$ cat src/rtl/pipe_pkg.sv
// Shared definitions for the pipeline hazard controller: FSM state encoding,
// the stage-control bundle and the canned control patterns built from it.
package pipe_pkg;

  localparam int REG_W = 5;

  typedef enum logic [1:0] {
    RUN      = 2'd0,
    MEM_WAIT = 2'd1,
    ERR      = 2'd2
  } hz_state_e;

  typedef struct packed {
    logic pc_en;
    logic if_id_en;
    logic if_id_flush;
    logic id_ex_en;
    logic id_ex_flush;
    logic ex_mem_en;
    logic ex_mem_flush;
    logic mem_wb_en;
    logic mem_wb_flush;
  } stage_ctrl_t;

  localparam int CTRL_W = $bits(stage_ctrl_t);

  // Every stage advances, nothing squashed.
  function automatic stage_ctrl_t ctrl_pass();
    stage_ctrl_t c;
    c           = '0;
    c.pc_en     = 1'b1;
    c.if_id_en  = 1'b1;
    c.id_ex_en  = 1'b1;
    c.ex_mem_en = 1'b1;
    c.mem_wb_en = 1'b1;
    return c;
  endfunction

  function automatic stage_ctrl_t ctrl_branch();
    stage_ctrl_t c;
    c             = ctrl_pass();
    c.if_id_flush = 1'b1;
    c.id_ex_flush = 1'b1;
    return c;
  endfunction

  // Hold PC and IF/ID, inject one bubble into EX.
  function automatic stage_ctrl_t ctrl_bubble();
    stage_ctrl_t c;
    c             = ctrl_pass();
    c.pc_en       = 1'b0;
    c.if_id_en    = 1'b0;
    c.id_ex_flush = 1'b1;
    return c;
  endfunction

  // Front of the pipe frozen behind MEM; WB keeps moving but receives a bubble.
  function automatic stage_ctrl_t ctrl_mem_stall();
    stage_ctrl_t c;
    c              = '0;
    c.mem_wb_en    = 1'b1;
    c.mem_wb_flush = 1'b1;
    return c;
  endfunction

  function automatic stage_ctrl_t ctrl_halt();
    return '0;
  endfunction

endpackage

$ cat src/rtl/load_use_detect.sv
// Load-use hazard comparator: the load in EX writes a register that the
// instruction in ID reads. x0 never creates a dependency.
module load_use_detect
  import pipe_pkg::*;
(
  input  logic             id_ex_memread,
  input  logic [REG_W-1:0] id_ex_rd,
  input  logic [REG_W-1:0] if_id_rs1,
  input  logic [REG_W-1:0] if_id_rs2,
  output logic             hazard
);

  logic rd_nonzero;
  logic rs1_match;
  logic rs2_match;

  assign rd_nonzero = (id_ex_rd != '0);
  assign rs1_match  = (id_ex_rd == if_id_rs1);
  assign rs2_match  = (id_ex_rd == if_id_rs2);
  assign hazard     = id_ex_memread && rd_nonzero && (rs1_match || rs2_match);

endmodule

$ cat src/rtl/pipe_hazard_ctrl.sv
// Five-stage pipeline hazard controller: memory stall / branch flush / load-use
// bubble arbitration with a memory timeout. Define PIPE_PERF_CNT_EN to add
// the stall_cnt / flush_cnt performance counters.
module pipe_hazard_ctrl
  import pipe_pkg::*;
#(
  parameter int TIMEOUT_CYCLES = 64
) (
  input  logic             clk,
  input  logic             rst_n,
  input  logic             id_ex_memread,
  input  logic [REG_W-1:0] id_ex_rd,
  input  logic [REG_W-1:0] if_id_rs1,
  input  logic [REG_W-1:0] if_id_rs2,
  input  logic             branch_taken_ex,
  input  logic             mem_req,
  input  logic             mem_ready,
  output logic             pc_en,
  output logic             if_id_en,
  output logic             if_id_flush,
  output logic             id_ex_en,
  output logic             id_ex_flush,
  output logic             ex_mem_en,
  output logic             ex_mem_flush,
  output logic             mem_wb_en,
  output logic             mem_wb_flush,
  output logic             mem_timeout
`ifdef PIPE_PERF_CNT_EN
  ,
  output logic [31:0]      stall_cnt,
  output logic [31:0]      flush_cnt
`endif
);

  localparam int                 CNT_W     = $clog2(TIMEOUT_CYCLES);
  localparam logic [CNT_W-1:0]   WAIT_TERM = CNT_W'(TIMEOUT_CYCLES - 1);

  hz_state_e        state;
  hz_state_e        state_nxt;
  logic [CNT_W-1:0] wait_cnt;
  logic [CNT_W-1:0] wait_cnt_nxt;
  logic             timeout_q;
  logic             hazard;
  logic             mem_stall;
  stage_ctrl_t      ctrl;

  load_use_detect u_load_use_detect (
    .id_ex_memread (id_ex_memread),
    .id_ex_rd      (id_ex_rd),
    .if_id_rs1     (if_id_rs1),
    .if_id_rs2     (if_id_rs2),
    .hazard        (hazard)
  );

  // A request completing in the same cycle is a zero-wait access, not a stall.
  assign mem_stall = mem_req && !mem_ready;

  always_comb begin
    ctrl         = ctrl_pass();
    state_nxt    = state;
    wait_cnt_nxt = wait_cnt;
    case (state)
      RUN: begin
        if (mem_stall) begin
          ctrl         = ctrl_mem_stall();
          state_nxt    = MEM_WAIT;
          wait_cnt_nxt = '0;
        end else if (branch_taken_ex) begin
          ctrl = ctrl_branch();
        end else if (hazard) begin
          ctrl = ctrl_bubble();
        end
      end
      MEM_WAIT: begin
        if (mem_ready) begin
          ctrl      = branch_taken_ex ? ctrl_branch() : ctrl_pass();
          state_nxt = RUN;
        end else if (wait_cnt == WAIT_TERM) begin
          ctrl      = ctrl_mem_stall();
          state_nxt = ERR;
        end else begin
          ctrl         = ctrl_mem_stall();
          wait_cnt_nxt = wait_cnt + CNT_W'(1);
        end
      end
      ERR: begin
        ctrl = ctrl_halt();
      end
      default: begin
        ctrl      = ctrl_halt();
        state_nxt = RUN;
      end
    endcase
    // Reset must silence the stage controls immediately, not at the next edge.
    if (!rst_n) begin
      ctrl = ctrl_halt();
    end
  end

  always_ff @(posedge clk or negedge rst_n) begin
    if (!rst_n) begin
      state     <= RUN;
      wait_cnt  <= '0;
      timeout_q <= 1'b0;
    end else begin
      state    <= state_nxt;
      wait_cnt <= wait_cnt_nxt;
      if (state == MEM_WAIT && state_nxt == ERR) begin
        timeout_q <= 1'b1;
      end
    end
  end

  assign pc_en        = ctrl.pc_en;
  assign if_id_en     = ctrl.if_id_en;
  assign if_id_flush  = ctrl.if_id_flush;
  assign id_ex_en     = ctrl.id_ex_en;
  assign id_ex_flush  = ctrl.id_ex_flush;
  assign ex_mem_en    = ctrl.ex_mem_en;
  assign ex_mem_flush = ctrl.ex_mem_flush;
  assign mem_wb_en    = ctrl.mem_wb_en;
  assign mem_wb_flush = ctrl.mem_wb_flush;
  assign mem_timeout  = timeout_q;

`ifdef PIPE_PERF_CNT_EN
  // if_id_flush is only ever raised by a taken branch, so it marks flush events.
  always_ff @(posedge clk or negedge rst_n) begin
    if (!rst_n) begin
      stall_cnt <= '0;
      flush_cnt <= '0;
    end else if (state != ERR) begin
      if (!ctrl.pc_en && stall_cnt != 32'hFFFF_FFFF) begin
        stall_cnt <= stall_cnt + 32'd1;
      end
      if (ctrl.if_id_flush && flush_cnt != 32'hFFFF_FFFF) begin
        flush_cnt <= flush_cnt + 32'd1;
      end
    end
  end
`endif

endmodule

$ cat config.mk
export PLATFORM = sky130hd
export DESIGN_NAME = pipe_hazard_ctrl
export DESIGN_NICKNAME = d
export VERILOG_FILES = /design/src/rtl/pipe_pkg.sv /design/src/rtl/load_use_detect.sv /design/src/rtl/pipe_hazard_ctrl.sv
export SDC_FILE = /design/constraint.sdc
export NUM_CORES = 1
export LEC_CHECK = 0
export CAP_MARGIN = 20
export CORE_MARGIN = 2
export CORE_UTILIZATION = 43
export CTS_CLUSTER_DIAMETER = 50
export DETAILED_ROUTE_END_ITERATION = 12
export PLACE_DENSITY = 0.82
export SLEW_MARGIN = 20
export SYNTH_ARGS = -nofsm -noshare
export SYNTH_HDL_FRONTEND = slang
export SYNTH_HIERARCHICAL = 1
export SYNTH_SLANG_ARGS = --single-unit
$ cat constraint.sdc
create_clock -name clk -period 2.64 [get_ports clk]
set_input_delay 0.264 -clock clk [delete_from_list [all_inputs] [get_ports clk]]
set_output_delay 0.264 -clock clk [all_outputs]
set_load 0.02 [all_outputs]
After elaboration in Yosys (flattened, before gate mapping)
Cells that the tools add are included.
- output and inout port bits: 10
- logic and storage cells: 38
- register bits: 9
- input port bits: 21
- $add $sub $neg: 1
- muxes and demuxes: 15
- equality and inequality tests: 9
- reductions and logical operators: 10
- operators with widths (kind ; count):
    9-bit 2-to-1 mux ; 5
    6-bit 2-to-1 mux ; 3
    9-bit one-hot mux with 2 select lines ; 1
    6-bit one-hot mux with 2 select lines ; 1
    5-bit equality test ; 2
    7-bit 2-to-1 mux ; 1
    6-bit by 1-bit adder with 6-bit output, second input constant ; 1
    6-bit equality test, second input constant ; 1
    2-bit 2-to-1 mux ; 3
    2-bit inequality test, second input constant ; 3
    2-bit one-hot mux with 3 select lines ; 1
    5-bit nonzero test ; 1
    2-bit equality test, second input constant ; 2
    1-bit logical AND ; 4
    4-bit AND reduction ; 1
    2-bit by 1-bit equality test with 1-bit output, second input constant ; 1
    2-bit zero test ; 1
    2-bit nonzero test ; 1
    1-bit zero test ; 1
    1-bit logical OR ; 1

Longest topological paths before layout
- depth after elaboration: 8
- gate-level depth with buffers: 7
- gate-level depth less buffers: 6

Hierarchy
The synthesis kept the hierarchy.
- by module, submodules not included (module ; times used ; cells an instance ; seq. area each (um2) ; area an instance (um2)):
    pipe_hazard_ctrl ; 1 ; 61 ; 225.2 ; 564.3
    load_use_detect ; 1 ; 17 ; 0.0 ; 125.1

Worst setup path before layout
Ideal clock, no wire load.
- path kind: flip-flop to output port
- from: reg state[1]
- to: out pc_en
- required time: 2.376 ns
- setup slack: 0.698 ns
- data arrival time: 1.678 ns
- stages on the path, launching flop included: 5
- buffers on the path: 1
- path through: dfrtp_1 > nor2b_1 > o21a_1 > o31a_1 > buf_4
- word-level cells in the longest chain between the ends: 3
- elaborated cells on any way between the ends: 4
- those cells by class: eq/ne (1); mux (2); reduce/logical (1)
- RTL lines (element ; RTL line ; source):
    start: declaration ; pipe_hazard_ctrl.sv:38 ; hz_state_e state;
    start signal: assignment ; pipe_hazard_ctrl.sv:106 ; state <= state_nxt;
    2-bit by 1-bit equality test with 1-bit output or 2-bit zero test (tied branches) ; pipe_hazard_ctrl.sv:62 ; case (state)
    9-bit one-hot mux with 2 select lines * ; pipe_hazard_ctrl.sv:62 ;
    9-bit 2-to-1 mux * ; pipe_hazard_ctrl.sv:95 ; if (!rst_n) begin
    end: declaration ; pipe_hazard_ctrl.sv:18 ; output logic pc_en,
Mark *: on every way between the ends. The rest lies on a longest branch, timed or not.

Worst setup path after layout
- from: in mem_ready
- to: out mem_wb_flush
- word-level cells in the longest chain between the ends: 5
- elaborated cells on any way between the ends: 6
- those cells by class: mux (4); reduce/logical (2)
- RTL lines (element ; RTL line ; source):
    start: declaration ; pipe_hazard_ctrl.sv:17 ; input logic mem_ready,
    1-bit zero test ; pipe_hazard_ctrl.sv:56 ; assign mem_stall = mem_req && !mem_ready;
    1-bit logical AND ; pipe_hazard_ctrl.sv:56 ;
    9-bit 2-to-1 mux ; pipe_hazard_ctrl.sv:64 ; if (mem_stall) begin
    9-bit one-hot mux with 2 select lines * ; pipe_hazard_ctrl.sv:62 ;
    9-bit 2-to-1 mux * ; pipe_hazard_ctrl.sv:95 ;
    end: declaration ; pipe_hazard_ctrl.sv:26 ; output logic mem_wb_flush,
Marked as above.

==> qor.yml <==
status: "finished, final reports clean"
numCtsBuffers: 3
rows: 14
synth-edff-count: 0
critical_path_class: "in2out"
die-area_um2: 1940
routabilityCongestion: 0.8124
wl_um: 1531
via_per_inst: 5.286
start_util_pct: 45.76
grt-ovfl-total: 0
ys_warn_count: 6
h-tree-depth: 1
clk_pin_slew_ns: 0.06
layout-drive-gt1-share_pct: 6.364
core-area_um2: 1506
synth_area_um2: 689.4
final_nets: 133
drv_cap: 0
crit_chain: "clkdlybuf4s50_1 > nand2b_1 > nor3_1 > o21a_1 > clkdlybuf4s50_1"
first_iter_violations: 7
synth_cell_types: 32
clkPwrFrac_pct: 28.2
crit_family: "buffers and inverters"
cp_num_buf_inv: 2
cts.sinks: 9
postRouteAntennaNets: 0
final.setup.tns_ns: 0
r2r_cells: 3
ys_ff_latch: 9
min_period_ns: 2.233
seq_power_share_pct: 40.3
grt_pass1_vias: 605
period_share_pct: 84.58
fill_cells: 126
ff2ff_setup_slack_ns: 1.16
cts_setup_buffers: 0
setup_viol: 0
p_per_area_nw_per_um2: 360.3
grtUsageTotal_pct: 19.08
wire_per_inst_um: 12.15
grt_start_max_net_pins: 11
cts_tree: "built"
crit_slowest_cell: "clkdlybuf4s50_1"
critPathMaxFanout: 6
syn_inst: 78
netSwitchingPower_mw: 0.1036
hold_violations: 0
critPathCaptureType: "primary output"
drv_slew: 0
r2r-end: "wait_cnt[5]"
die_w_um: 44.04
cts-root-buf: "clkbuf_4"
cp.arrival_ns: 1.97
async_flop_share_pct: 100.0
finClkSkew_ns: 0.008744
synth_nets: 100
combPwrFrac_pct: 31.5
hpwlAfterDp_um: 1274
worstSkewPairLatency_ns: 0.26
grt_pass1_wl_um: 2691
drc: 0
cp_common_cell: "clkdlybuf4s50_1"
syn_to_final_growth_pct: 49.37
fmax_mhz: 447.9
ios: 31
swShare_pct: 27.92
drt-pass1-iter-count: 4
antenna_cells: 0
chipHeight_um: 44.04
ys.flop_type: "dfrtp_1"
vias: 666
hold_slack_ns: 0.3037
start_kind: "input pin"
cp_data_required_time_ns: 2.38
syn_area_per_cell_um2: 8.839
slowest_delay_ns: 0.60
portBuffers: 29
clock_path_buffers: 2
yosysSeqAreaShare_pct: 32.67
hold_class: "in2async"
rsz0062_at_grt: "false"
ir_worst_vdd_mv: 0.3756
p_leak_nw: 0.4791
internal_power_mw: 0.2674
cts_hold_buf: 0
r2r-start: "state[0]"
grt_antenna_before_repair: 0
-- through the flow --
step | worst slack, ns | area, µm² | total power [mW] | std cells | util [%]
CTS | 0.03536 | 1022 | 0.3754 | 126 | 67.86
floorplan | 0.6977 | 689.4 | 0.2086 | 78 | -
global route | 0.3052 | 1030 | 0.3946 | 126 | 68.36
global placement | 0.1042 | 996.0 | 0.2683 | 122 | 66.11
detailed placement | 0.04557 | 996.0 | 0.2705 | 122 | 66.11
finish | 0.4071 | 1030 | 0.3710 | 126 | 68.36
-- kinds of logic (layout without fill, tap and decap cells) --
logic type / Yosys count / in the layout / share of synthesized area [%]
buf+inv: 7 / 39 / 5.444
other cells: 1 / 1 / 0.5439
flops: 9 / 9 / 32.67
compound gates: 14 / 14 / 13.79
simple gates: 32 / 32 / 27.22
fa+ha+maj: 1 / 1 / 1.815
mux: 4 / 4 / 5.808
xor+xnor: 10 / 10 / 12.70
-- worst max-delay path by stage --
stage	startpoint	to	slack [ns]	cells after the start
finish	mem_ready	mem_wb_flush	0.41	5
global route	id_ex_rd[1]	id_ex_flush	0.31	7
CTS	id_ex_rd[1]	if_id_en	0.04	7
detailed placement	id_ex_rd[1]	if_id_en	0.05	7
global placement	id_ex_rd[1]	pc_en	0.10	7
floorplan	state[1]	pc_en	0.70	4
-- cells in the final DEF, fill, tap and decap left out, drive strengths merged, types with 4 or more instances in the layout --
cell and n:
clkdlybuf4s50 26, xor2 6, nor3 4, clkbuf 4, xnor2 4, mux2i 4, nand3 4, dfrtp 9
nand2 8
-- power by group through the flow --
| stage | sequential [mW] | combinational, mW | clock (mW) |
|---|---|---|---|
| 2_1_floorplan | 0.150 | 0.0582 | 0 |
| 3_3_place_gp | 0.152 | 0.117 | 0 |
| 3_5_place_dp | 0.152 | 0.119 | 0 |
| 4_1_cts | 0.149 | 0.119 | 0.107 |
| 5_1_grt | 0.151 | 0.128 | 0.116 |
| 6_report | 0.150 | 0.117 | 0.105 |
-- area by class of cell --
type	count	area, µm²	share of cell area, %
tap	16	20.02	1.944
timing repair buffer	32	320.3	31.11
clock buffer	4	26.28	2.552
inverter	3	11.26	1.094
sequential	9	225.2	21.87
multi-input combinational	62	426.7	41.43
-- what timing repair did --
action,CTS,global route
endpoints found under the hold margin,0,0
resized for setup,0,3
setup endpoints to repair,0,3
-- sequential cells by signal, summed over array words and instances, names as in the netlist --
register     count
wait_cnt         6
state            2
mem_timeout      1
-- Yosys cell counts, types with 2 or more instances --
library cell	instances	area, µm²
dfrtp_1	9	225.2
nand2_1	8	30.03
xor2_1	6	52.55
mux2i_1	4	40.04
nand3_1	4	20.02
nor3_1	4	20.02
xnor2_1	4	35.03
a21oi_1	3	15.01
buf_4	3	22.52
inv_1	3	11.26
o21ai_1	3	15.01
and2_1	2	12.51
nand2b_1	2	12.51
nand4_1	2	12.51
nor2_1	2	7.510
nor3b_1	2	15.01
o21a_1	2	15.01
-- worst reg2reg max path, stage by stage, from the launching register on --
cell and delay [ns]:
dfrtp_1 0.46, or4b_1 0.67, o21ai_1 0.14, mux2i_1 0.09
-- layer usage --
metal	vias up	wire length [µm]	track usage, %
met2	16	787	32.06
met4	0	9	5.455
met3	2	80	6.531
met1	307	653	23.18
met5	-	0	0
li1	341	-	-
No activity file was read; power rests on OpenSTA's default activity.
